**config.mk**
```make
export PLATFORM = sky130hd
export DESIGN_NAME = fu_dispatch_queue
export DESIGN_NICKNAME = d
export VERILOG_FILES = /design/src/rtl/fu_dispatch_queue.sv
export SDC_FILE = /design/constraint.sdc
export NUM_CORES = 1
export LEC_CHECK = 0
export CAP_MARGIN = 20
export CORE_MARGIN = 2
export CORE_UTILIZATION = 35
export CTS_BUF_LIST = sky130_fd_sc_hd__clkbuf_4 sky130_fd_sc_hd__clkbuf_8 sky130_fd_sc_hd__clkbuf_16
export DETAILED_ROUTE_END_ITERATION = 8
export PLACE_DENSITY_LB_ADDON = 0.25
export SYNTH_ARGS = -nofsm -noshare
export SYNTH_HDL_FRONTEND = slang
export SYNTH_SLANG_ARGS = --single-unit
```
**constraint.sdc**
```tcl
create_clock -name clock -period 3.9 [get_ports clock]
set_input_delay 0.39 -clock clock [delete_from_list [all_inputs] [get_ports clock]]
set_output_delay 0.39 -clock clock [all_outputs]
set_load 0.02 [all_outputs]
```
**src/rtl/fu_dispatch_queue.sv**
```systemverilog
// In-order dispatch queue between decode and the functional units.
// Issues the head entry to its FU class when ready; tracks non-pipelined multiplier occupancy.
module fu_dispatch_queue #(
  parameter int DEPTH    = 8,
  parameter int MULT_LAT = 4
) (
  input  logic                         clock,
  input  logic                         reset,
  input  logic                         flush,
  input  logic                         in_valid,
  input  logic [31:0]                  in_inst,
  input  logic [31:0]                  in_pc,
  input  logic [2:0]                   in_class,
  output logic                         in_ready,
  input  logic                         alu_ready,
  input  logic                         mem_ready,
  input  logic                         br_ready,
  output logic                         alu_issue,
  output logic                         mult_issue,
  output logic                         mem_issue,
  output logic                         br_issue,
  output logic [31:0]                  issue_inst,
  output logic [31:0]                  issue_pc,
  output logic                         illegal_drop,
  output logic                         mult_busy,
  output logic [$clog2(DEPTH+1)-1:0]   count
);

  localparam int PW = $clog2(DEPTH);
  localparam int CW = $clog2(DEPTH + 1);
  localparam int MW = (MULT_LAT > 1) ? $clog2(MULT_LAT) : 1;

  logic [31:0]   inst_q  [DEPTH];
  logic [31:0]   inst_d  [DEPTH];
  logic [31:0]   pc_q    [DEPTH];
  logic [31:0]   pc_d    [DEPTH];
  logic [2:0]    class_q [DEPTH];
  logic [2:0]    class_d [DEPTH];
  logic [PW-1:0] head_q, head_d;
  logic [PW-1:0] tail_q, tail_d;
  logic [CW-1:0] count_q, count_d;
  logic [MW-1:0] mult_cnt_q, mult_cnt_d;

  logic          not_empty;
  logic          enq;
  logic          deq;
  logic [2:0]    head_class;

  always_comb begin
    not_empty    = (count_q != '0);
    in_ready     = (count_q != CW'(DEPTH));
    mult_busy    = (mult_cnt_q != '0);
    head_class   = class_q[head_q];
    issue_inst   = not_empty ? inst_q[head_q] : '0;
    issue_pc     = not_empty ? pc_q[head_q]   : '0;
    count        = count_q;

    alu_issue    = 1'b0;
    mult_issue   = 1'b0;
    mem_issue    = 1'b0;
    br_issue     = 1'b0;
    illegal_drop = 1'b0;
    if (not_empty) begin
      case (head_class)
        3'b001:  alu_issue    = alu_ready;
        3'b010:  mult_issue   = !mult_busy;
        3'b011:  mem_issue    = mem_ready;
        3'b100:  br_issue     = br_ready;
        default: illegal_drop = 1'b1;
      endcase
    end
    deq = alu_issue | mult_issue | mem_issue | br_issue | illegal_drop;
    enq = in_valid & in_ready & ~flush;

    inst_d  = inst_q;
    pc_d    = pc_q;
    class_d = class_q;
    if (enq) begin
      inst_d[tail_q]  = in_inst;
      pc_d[tail_q]    = in_pc;
      class_d[tail_q] = in_class;
    end

    head_d  = deq ? head_q + PW'(1) : head_q;
    tail_d  = enq ? tail_q + PW'(1) : tail_q;
    count_d = count_q + CW'(enq) - CW'(deq);
    if (flush) begin
      head_d  = '0;
      tail_d  = '0;
      count_d = '0;
    end

    // Flush leaves the multiplier counter alone: an in-flight multiply still owns the unit.
    if (mult_issue)
      mult_cnt_d = MW'(MULT_LAT - 1);
    else if (mult_cnt_q != '0)
      mult_cnt_d = mult_cnt_q - MW'(1);
    else
      mult_cnt_d = mult_cnt_q;
  end

  always_ff @(posedge clock) begin
    if (reset) begin
      inst_q     <= '{default: '0};
      pc_q       <= '{default: '0};
      class_q    <= '{default: '0};
      head_q     <= '0;
      tail_q     <= '0;
      count_q    <= '0;
      mult_cnt_q <= '0;
    end else begin
      inst_q     <= inst_d;
      pc_q       <= pc_d;
      class_q    <= class_d;
      head_q     <= head_d;
      tail_q     <= tail_d;
      count_q    <= count_d;
      mult_cnt_q <= mult_cnt_d;
    end
  end

endmodule

```
==> summary by stage, run 1 <==
Yosys
Synthesis produced a netlist with a net count of 2,901. The area fraction in compound gates after synthesis came to 0.118. After synthesis, the share of cell area in mux cells is 0.158. The proportion of synthesized chip area in sequential cells is 0.464. The synthesized area divided by synthesized cell count is 8.39 um2. After synthesis, the largest family of logic cells by area is simple AND/OR/NAND/NOR gates. The post-synth design cell area is 23,600 um2.

Counting distinct cell types in the post-synthesis netlist gives 42. The count of state elements after synthesis is 548. The most instantiated flip-flop cell in the synthesis netlist is dfxtp_1.

The share of the synthesized netlist area taken by xor and xnor gates is 0.00259. The number of enable-type register cells in the synthesized netlist is 0. The post-synthesis simple-gate area fraction is 0.194. Of the total synthesized cell area, the portion taken by full adders, half adders and majority gates is 0.00561.

For this run, asynchronously set or reset flops after synthesis account for 0. The number of warning messages in the yosys log is 0. The synthesized netlist cell count is about 2,800.

Clock network
Counting along the longest clock path gives a buffer depth of 3. The number of clock sinks is 548. The insertion delay of the later-clocked pin in the worst-skew pair is 0.63 ns. The H-tree level count is 2. TritonCTS built the clock tree. The number of buffers created by CTS is 59.

The cell sitting at the root of the clock tree is a clkbuf_16. Clock-pin slew was measured on the worst setup and hold paths at 0.06 ns.

Hold path
The worst hold path class is in2reg.

Pwr
The overall power consumption is 14,300 uW. The largest voltage drop on the vdd net is 0.000371 V. The share of total power dissipated in the clock network is 0.430. The design internal power is 10,300 uW. Of the total power, the share spent switching nets is 0.278. Of the total power, combinational logic draws 0.166.

For this design the ratio of total power to cell area is between 500 and 600 nW/um2. The relative contribution of sequential cells to total power is 0.405. The leakage power is 0.00863 uW.

In this run the power spent charging and discharging nets is 3980 uW.

Routing
The initial DRC count is 1,810. The count of TritonRoute iterations in the first routing pass is 5. The total DRC errors in the routed layout is 0. The via-per-instance ratio is 5.36.

The number of nets with antenna violations after detailed routing is 0. After detailed routing, the total wire length is 74,200 um. The routed layout has between 15,000 and 20,000 vias. The average wire length per cell after detail routing is 20.0 um.

Setup path
Along the worst path, the maximum fanout reaches 12. The start-to-end type of the worst setup path is reg2out. The type of element launching the critical path is a flip-flop. At the worst endpoint, the required time is between 3 and 4 ns.

Walking the worst path, the cells encountered are mux4_2 -> mux2i_1 -> nand2_1 -> xnor2_1 -> nor2_1 -> clkdlybuf4s50_1. The largest stage delay on the critical path is 0.66 ns. The kind of capture point of the worst setup path is an output port. The arrival time reported for the critical path endpoint is about 3.2 ns. The cell at the slowest stage of the critical path is clkdlybuf4s50_1.

Timing
The pin slew with the least headroom to its limit is 1.05 ns. The count of pins over their slew limit is 0. Static timing analysis puts the maximum clock frequency at between 200 and 300 MHz. Adding up every negative setup slack in the final design gives 0 ns.

The normalized max-slew margin is 0.302. The final period demand of the worst path is 3.63 ns. The final count of negative-setup-slack endpoints is 0.

Of the available clock period, the critical path in the final layout requires 0.930. Setup repair after global routing left no endpoint under its margin. The hold violation count in the final report came to 0. On the final layout, the worst clock skew is 0.0171 ns.

Placed design
The total cell area at the placement stage is 25,400 um2. Detailed placement ended at an HPWL of 39,700 um. The count of buffers added on input and output ports is 148.

The placer congestion estimate is 0.755.

GRT
The aggregate global routing overflow is 0. The number of antenna violations at the first check in global routing came to 6. The pin count of the biggest net entering global routing is roughly 210.

The global-route total usage across every layer is 0.209. The via count of the first global-routing pass came to 19,200. The first global-routing pass estimated 113,000 um of wire.

Floorplan
For this design the top-level I/O count stands at 149. The die covers 69,600 um2. The initial utilization of the core area, before any placement, comes to 0.353. The region available for standard cell placement spans around 67,000 um2.

The floorplan step set the die height to 264 um. The count of standard-cell rows is 95. The die is around 260 um wide.

Final layout
The layout has 6,631 filler cells. Of the cells placed in the final design, the portion with a size suffix greater than 1 is 0.111. For this run, the post-layout net count is roughly 2,900. The post-synthesis to final-layout area growth is 17.0%.

After routing the design area is 27,700 um2.

Run status
The flow ran to the end, and the final reports show no timing, DRC or antenna violations.

Run
Max-cap violations in this run came to 0.
## metal layers
layer	up-vias	wire (um)	track usage
met4	6	2030	0.0740
met5	-	41	0
met3	149	5130	0.0358
met2	705	34900	0.340
li1	9264	-	-
met1	9727	32100	0.279
## per-stage QoR
stage	util	instances	setup WS (ns)	hold WS [ns]
final	0.412	3705	0.275	0.263
after global placement	0.379	3588	0.587	0.438
after global routing	0.412	3705	0.104	0.296
after detailed placement	0.379	3588	0.618	0.444
after floorplan	-	2817	0.943	0.433
after CTS	0.412	3699	0.0147	0.275
## Yosys cell counts (2+ instances only)
cell type  instances  area share
nand2_1         1084        0.17
dfxtp_1          548        0.46
a21oi_1          539        0.11
clkbuf_1         156       0.025
mux4_2           134        0.13
buf_2             84       0.018
nor2_1            78       0.012
mux2i_1           67       0.028
buf_4             31      0.0098
buf_1             21      0.0033
inv_1             12      0.0019
ha_1               9      0.0048
and2_1             5      0.0013
nand3_1            4     0.00085
nor3_1             4     0.00085
xnor2_1            4      0.0015
and3b_1            3      0.0011
nor4_1             3     0.00079
xor2_1             3      0.0011
nand3b_1           2     0.00064
nand4_1            2     0.00053
nand4b_1           2     0.00074
nor3b_1            2     0.00064
o21ai_0            2     0.00042
## sequential cells by signal, summed over array words and instances (netlist names)
name / count
class_q: 24
count: 4
head_q: 3
inst_q: 256
mult_cnt_q: 2
pc_q: 256
tail_q: 3
## worst max-delay path, delay by kind of cell, from the launching register on
| kind | cells | cell delay (ns) |
|---|---|---|
| muxes | 2 | 0.89 |
| buffers and inverters | 1 | 0.66 |
| DFF | 1 | 0.48 |
| and+or+nand+nor | 2 | 0.40 |
| xor gates and xnor gates | 1 | 0.16 |
## cell families (layout without fill, tap and decap cells)
group                    Yosys count  after routing
AND/OR/NAND/NOR                 1194           1194
AO/OA/AOI/OAI                    549            549
flip-flops                       548            548
buffers and inverters            305            317
multiplexers                     204            204
adder cells (fa/ha/maj)           10             10
XOR/XNOR                           7              7
other                              0              3
## layout make-up
cell class              instances  area (um2)  share of cell area
multi-input cells            1964       11400               0.411
flip-flops and latches        548       11000               0.397
repair buffers                194        1990              0.0719
clock buffers                  82        1780              0.0643
well taps                     873        1090              0.0395
clock inverters                29         400              0.0145
inverters                      12        45.0             0.00163
diodes                          3        7.51            0.000272
## path summary, 6_finish.rpt
check	startpoint	cells past startpoint	to	slack, ns
max	head_q[0]	6	illegal_drop	0.27
min	reset	2	pc_q[135]	0.26
max reg2reg	head_q[0]	11	count[2]	0.75
min reg2reg	inst_q[188]	2	inst_q[188]	0.45
## power by group through the flow
stage | registers [uW] | logic (uW) | clock network, uW
global route | 5810 | 2570 | 6510
CTS | 5820 | 2370 | 6280
global placement | 5930 | 2360 | 0
floorplan | 5880 | 1570 | 0
detailed placement | 5940 | 2360 | 0
finish | 5800 | 2380 | 6150
## placed cells by master (no fill, tap or decap), drive strengths merged, types with 2 or more instances in the layout
cell type | synthesis | final
nor2 | 78 | 78
mux4 | 134 | 134
xor2 | 3 | 3
clkinv | 0 | 16
bufinv | 0 | 8
nor3 | 4 | 4
nand4b | 2 | 2
nor3b | 2 | 2
nand2 | 1084 | 1084
ha | 9 | 9
inv | 12 | 14
nand3 | 4 | 4
clkbuf | 156 | 82
clkinvlp | 0 | 3
nor4 | 3 | 3
mux2i | 68 | 68
nand3b | 2 | 2
and3b | 3 | 3
mux2 | 2 | 2
buf | 137 | 47
diode | 0 | 3
nand4 | 2 | 2
and2 | 6 | 6
clkdlybuf4s50 | 0 | 147
o21ai | 2 | 2
dfxtp | 548 | 548
a21oi | 539 | 539
xnor2 | 4 | 4
## what timing repair did
action                                  in CTS  in global routing
gates resized for setup                      0                  2
endpoints found under the setup margin       0                 23
hold buffers                                 0                  0
buffers inserted                             0                  3
No activity file was read; power rests on OpenSTA's default activity.
==> run 2, diff against run 1 <==
GPL_TIMING_DRIVEN = 0   (was default)
==> summary by stage, run 2 (synthesized netlist as in run 1, its figures left out) <==
Setup path
The worst register-to-register path ends at pc_q[208]. In this run the register-to-register setup slack is 0.35 ns. The worst setup path is captured at an output port. The largest single stage delay on the critical path is ~0.7 ns.

Data on the critical path is required at its endpoint by 3.51 ns. The dominant delay contributor by cell family on the critical path is buffers and inverters. The biggest fanout along the worst timing path is 10.

In this run the critical register-to-register path is launched from count[2]. The largest individual stage delay along the critical path comes from the cell dfxtp_1. The number of cells traversed by the worst register-to-register path is 11. The type of element launching the critical path is a flip-flop. The critical path contains buffers and inverters numbering 3 combined. The arrival time reported for the critical path endpoint is 3.40 ns. The start-to-end type of the worst setup path is reg2out. The critical path goes through clkbuf_4 -> clkdlybuf4s15_2 -> mux2i_1 -> nor2_1 -> clkdlybuf4s50_1.

Final layout
The post-synthesis to final-layout area growth is 17.9%. The largest registers in the layout are inst_q: 256 flops, pc_q: 256 flops, class_q: 24 flops. The final net count is about 3,000.

The most common library cell in the layout ignoring fill and taps is nand2_1. The final cell count without fillers is around 3,900. The final instance area is 27,900 um2. Fill cells in the final layout number about 6,800. In the layout the commonest cells are nand2_1, dfxtp_1, a21oi_1. Of the cells placed in the final design, the portion with a size suffix greater than 1 is 0.132. The utilization after layout is 0.416.

Placed design
Once placement completed, the tool counted placed cells totaling 3,771. In this run the cell area measured after placement is 25,500 um2. Buffers placed on the I/O ports in this run total 80. Routability-driven placement finished with a final weighted congestion of ~0.83. The placed wire-length estimate is approximately 54,000 um.

Clock network
The master cell of the clock root buffer is clkbuf_16. The register clock-pin slew on the reported worst setup and hold paths is 0.06 ns. The insertion delay of the later-clocked pin in the worst-skew pair is 0.65 ns. The number of buffers added for setup after CTS is 0. TritonCTS built the clock tree. The largest buffer count on any clock path is 3. The H-tree level count is 2. The number of buffers created by CTS is 61. For this design, the sink count on the clock tree is 548.

Run status
The run finished with clean final reports.

Timing
The hold violation count in the final report is 0. Headroom to the max-slew limit came out at 0.282. Setup violations remaining at the end of the flow were counted as 0. The count of pins over their slew limit was 0. Setup repair after global routing left no endpoint under its margin. The highest clock frequency the design can meet is roughly 260 MHz. Of the available clock period, the critical path in the final layout requires 0.972. At the pin with the least slew margin, the transition time is 1.08 ns. Hold timing on the final database bottoms out at a slack of 0.0308 ns. The final worst clock skew is 0.0229 ns. The final period demand of the worst path is between 3 and 4 ns.

Floorplan
The total die area is 69,600 um2. From bottom edge to top edge, the die measures around 260 um. Pin placement for this block handled roughly 150 I/O pins. In this run the horizontal extent of the chip is 264 um.

The starting density of the core is 0.353. The floorplan has between 90 and 100 rows. The floorplan core area is 67,000 um2.

Routing
The average wire length per cell after detail routing is 20.5 um. The number of nets with antenna violations after detailed routing is 0. The first TritonRoute pass finished after 6 iterations. In the routed layout, each cell is associated on average with a via count of 5.19.

The total DRC errors in the routed layout is 0. The final wirelength is 79,800 um. The initial DRC count is 1,672. The total number of vias is 20,200.

Hold path
The worst hold path class is in2reg. The count of cells along the worst hold path is 3. For hold timing, the worst endpoint is pc_q[242]. The critical hold path startpoint is in_pc[18].

GRT
For this run, global-route usage on met1 was measured as 0.305. For met2 alone, demand over resource in global routing was 0.364. The first-pass GRT wire length is 120,000 um.

The number of antenna violations at the first check in global routing is 5. The global-route total usage across every layer is 0.224. The aggregate global routing overflow is 0. The pin count of the biggest net entering global routing is 18. After global routing, the most crowded layer is met2.

The via count of the first global-routing pass came to 19,300. The met3 capacity usage during global routing is 0.0361.

Pwr
IR analysis of the VDD net gives a maximum drop of 0.000398 V. The power per standard cell area is 526 nW/um2. For this design the static power due to leakage is 0.00894 uW.

Run
The number of maximum-capacitance violations is 0.
-- run 2: cell count changes in the layout (fill, tap and decap cells not counted), moves of 4 or more --
cell             delta
buf_1              +13
buf_12             -11
buf_2              +81
buf_4               +6
clkbuf_1          +142
clkbuf_2           +10
clkbuf_4            +8
clkdlybuf4s50_1    -67
clkinv_2            -4
-- run 2: how the worst max path moves through the flow --
stage | startpoint | to | slack [ns] | cells after the start
after global routing | head_q[1] | issue_pc[12] | 0.0005 | 8
after CTS | head_q[1] | issue_pc[14] | 0.0004 | 8
after floorplan | head_q[0] | count[2] | 0.94 | 12
final | head_q[2] | issue_pc[0] | 0.11 | 5
after global placement | head_q[2] | issue_pc[1] | -0.09 | 6
after detailed placement | head_q[2] | issue_pc[0] | -0.09 | 6
-- run 2: power by group --
group / switching [uW] / internal, uW / total (uW)
Sequential: 61.8 / 5700 / 5760
Combinational: 1630 / 916 / 2550
Clock: 2520 / 3820 / 6350
-- run 2: timing repair --
action,in CTS,in global routing
hold buffers,0,0
setup endpoints to repair,66,23
pin swaps,0,0
resized for setup,45,9
-- run 2: layout make-up --
type | count | area [um2] | share of cell area
well taps | 873 | 1090 | 0.0392
inverters | 12 | 45.0 | 0.00162
clock inverters | 26 | 403 | 0.0145
flip-flops and latches | 548 | 11000 | 0.394
diodes | 3 | 7.51 | 0.000269
plain buffers | 292 | 1390 | 0.0500
multi-input cells | 1964 | 11300 | 0.405
repair buffers | 81 | 816 | 0.0293
clock buffers | 89 | 1840 | 0.0661
-- run 2: worst min-delay path, cell delays in order --
cell     delay (ns)
buf_4          0.14
nand2_1        0.06
a21oi_1        0.05
-- run 2: per-stage QoR --
step | TNS (ns) | worst slack (ns) | total power (uW)
4_1_cts | 0 | 0.000448 | 14800
2_1_floorplan | 0 | 0.943 | 7450
3_3_place_gp | -0.212 | -0.0902 | 8400
5_1_grt | 0 | 0.000450 | 15200
6_report | 0 | 0.110 | 14700
3_5_place_dp | -0.201 | -0.0897 | 8430
-- run 2: per-layer routing --
layer / vias up / wire length, um
met1: 9754 / 35200
met5: - / 30
met2: 677 / 37100
li1: 9633 / -
met4: 4 / 2090
met3: 122 / 5430
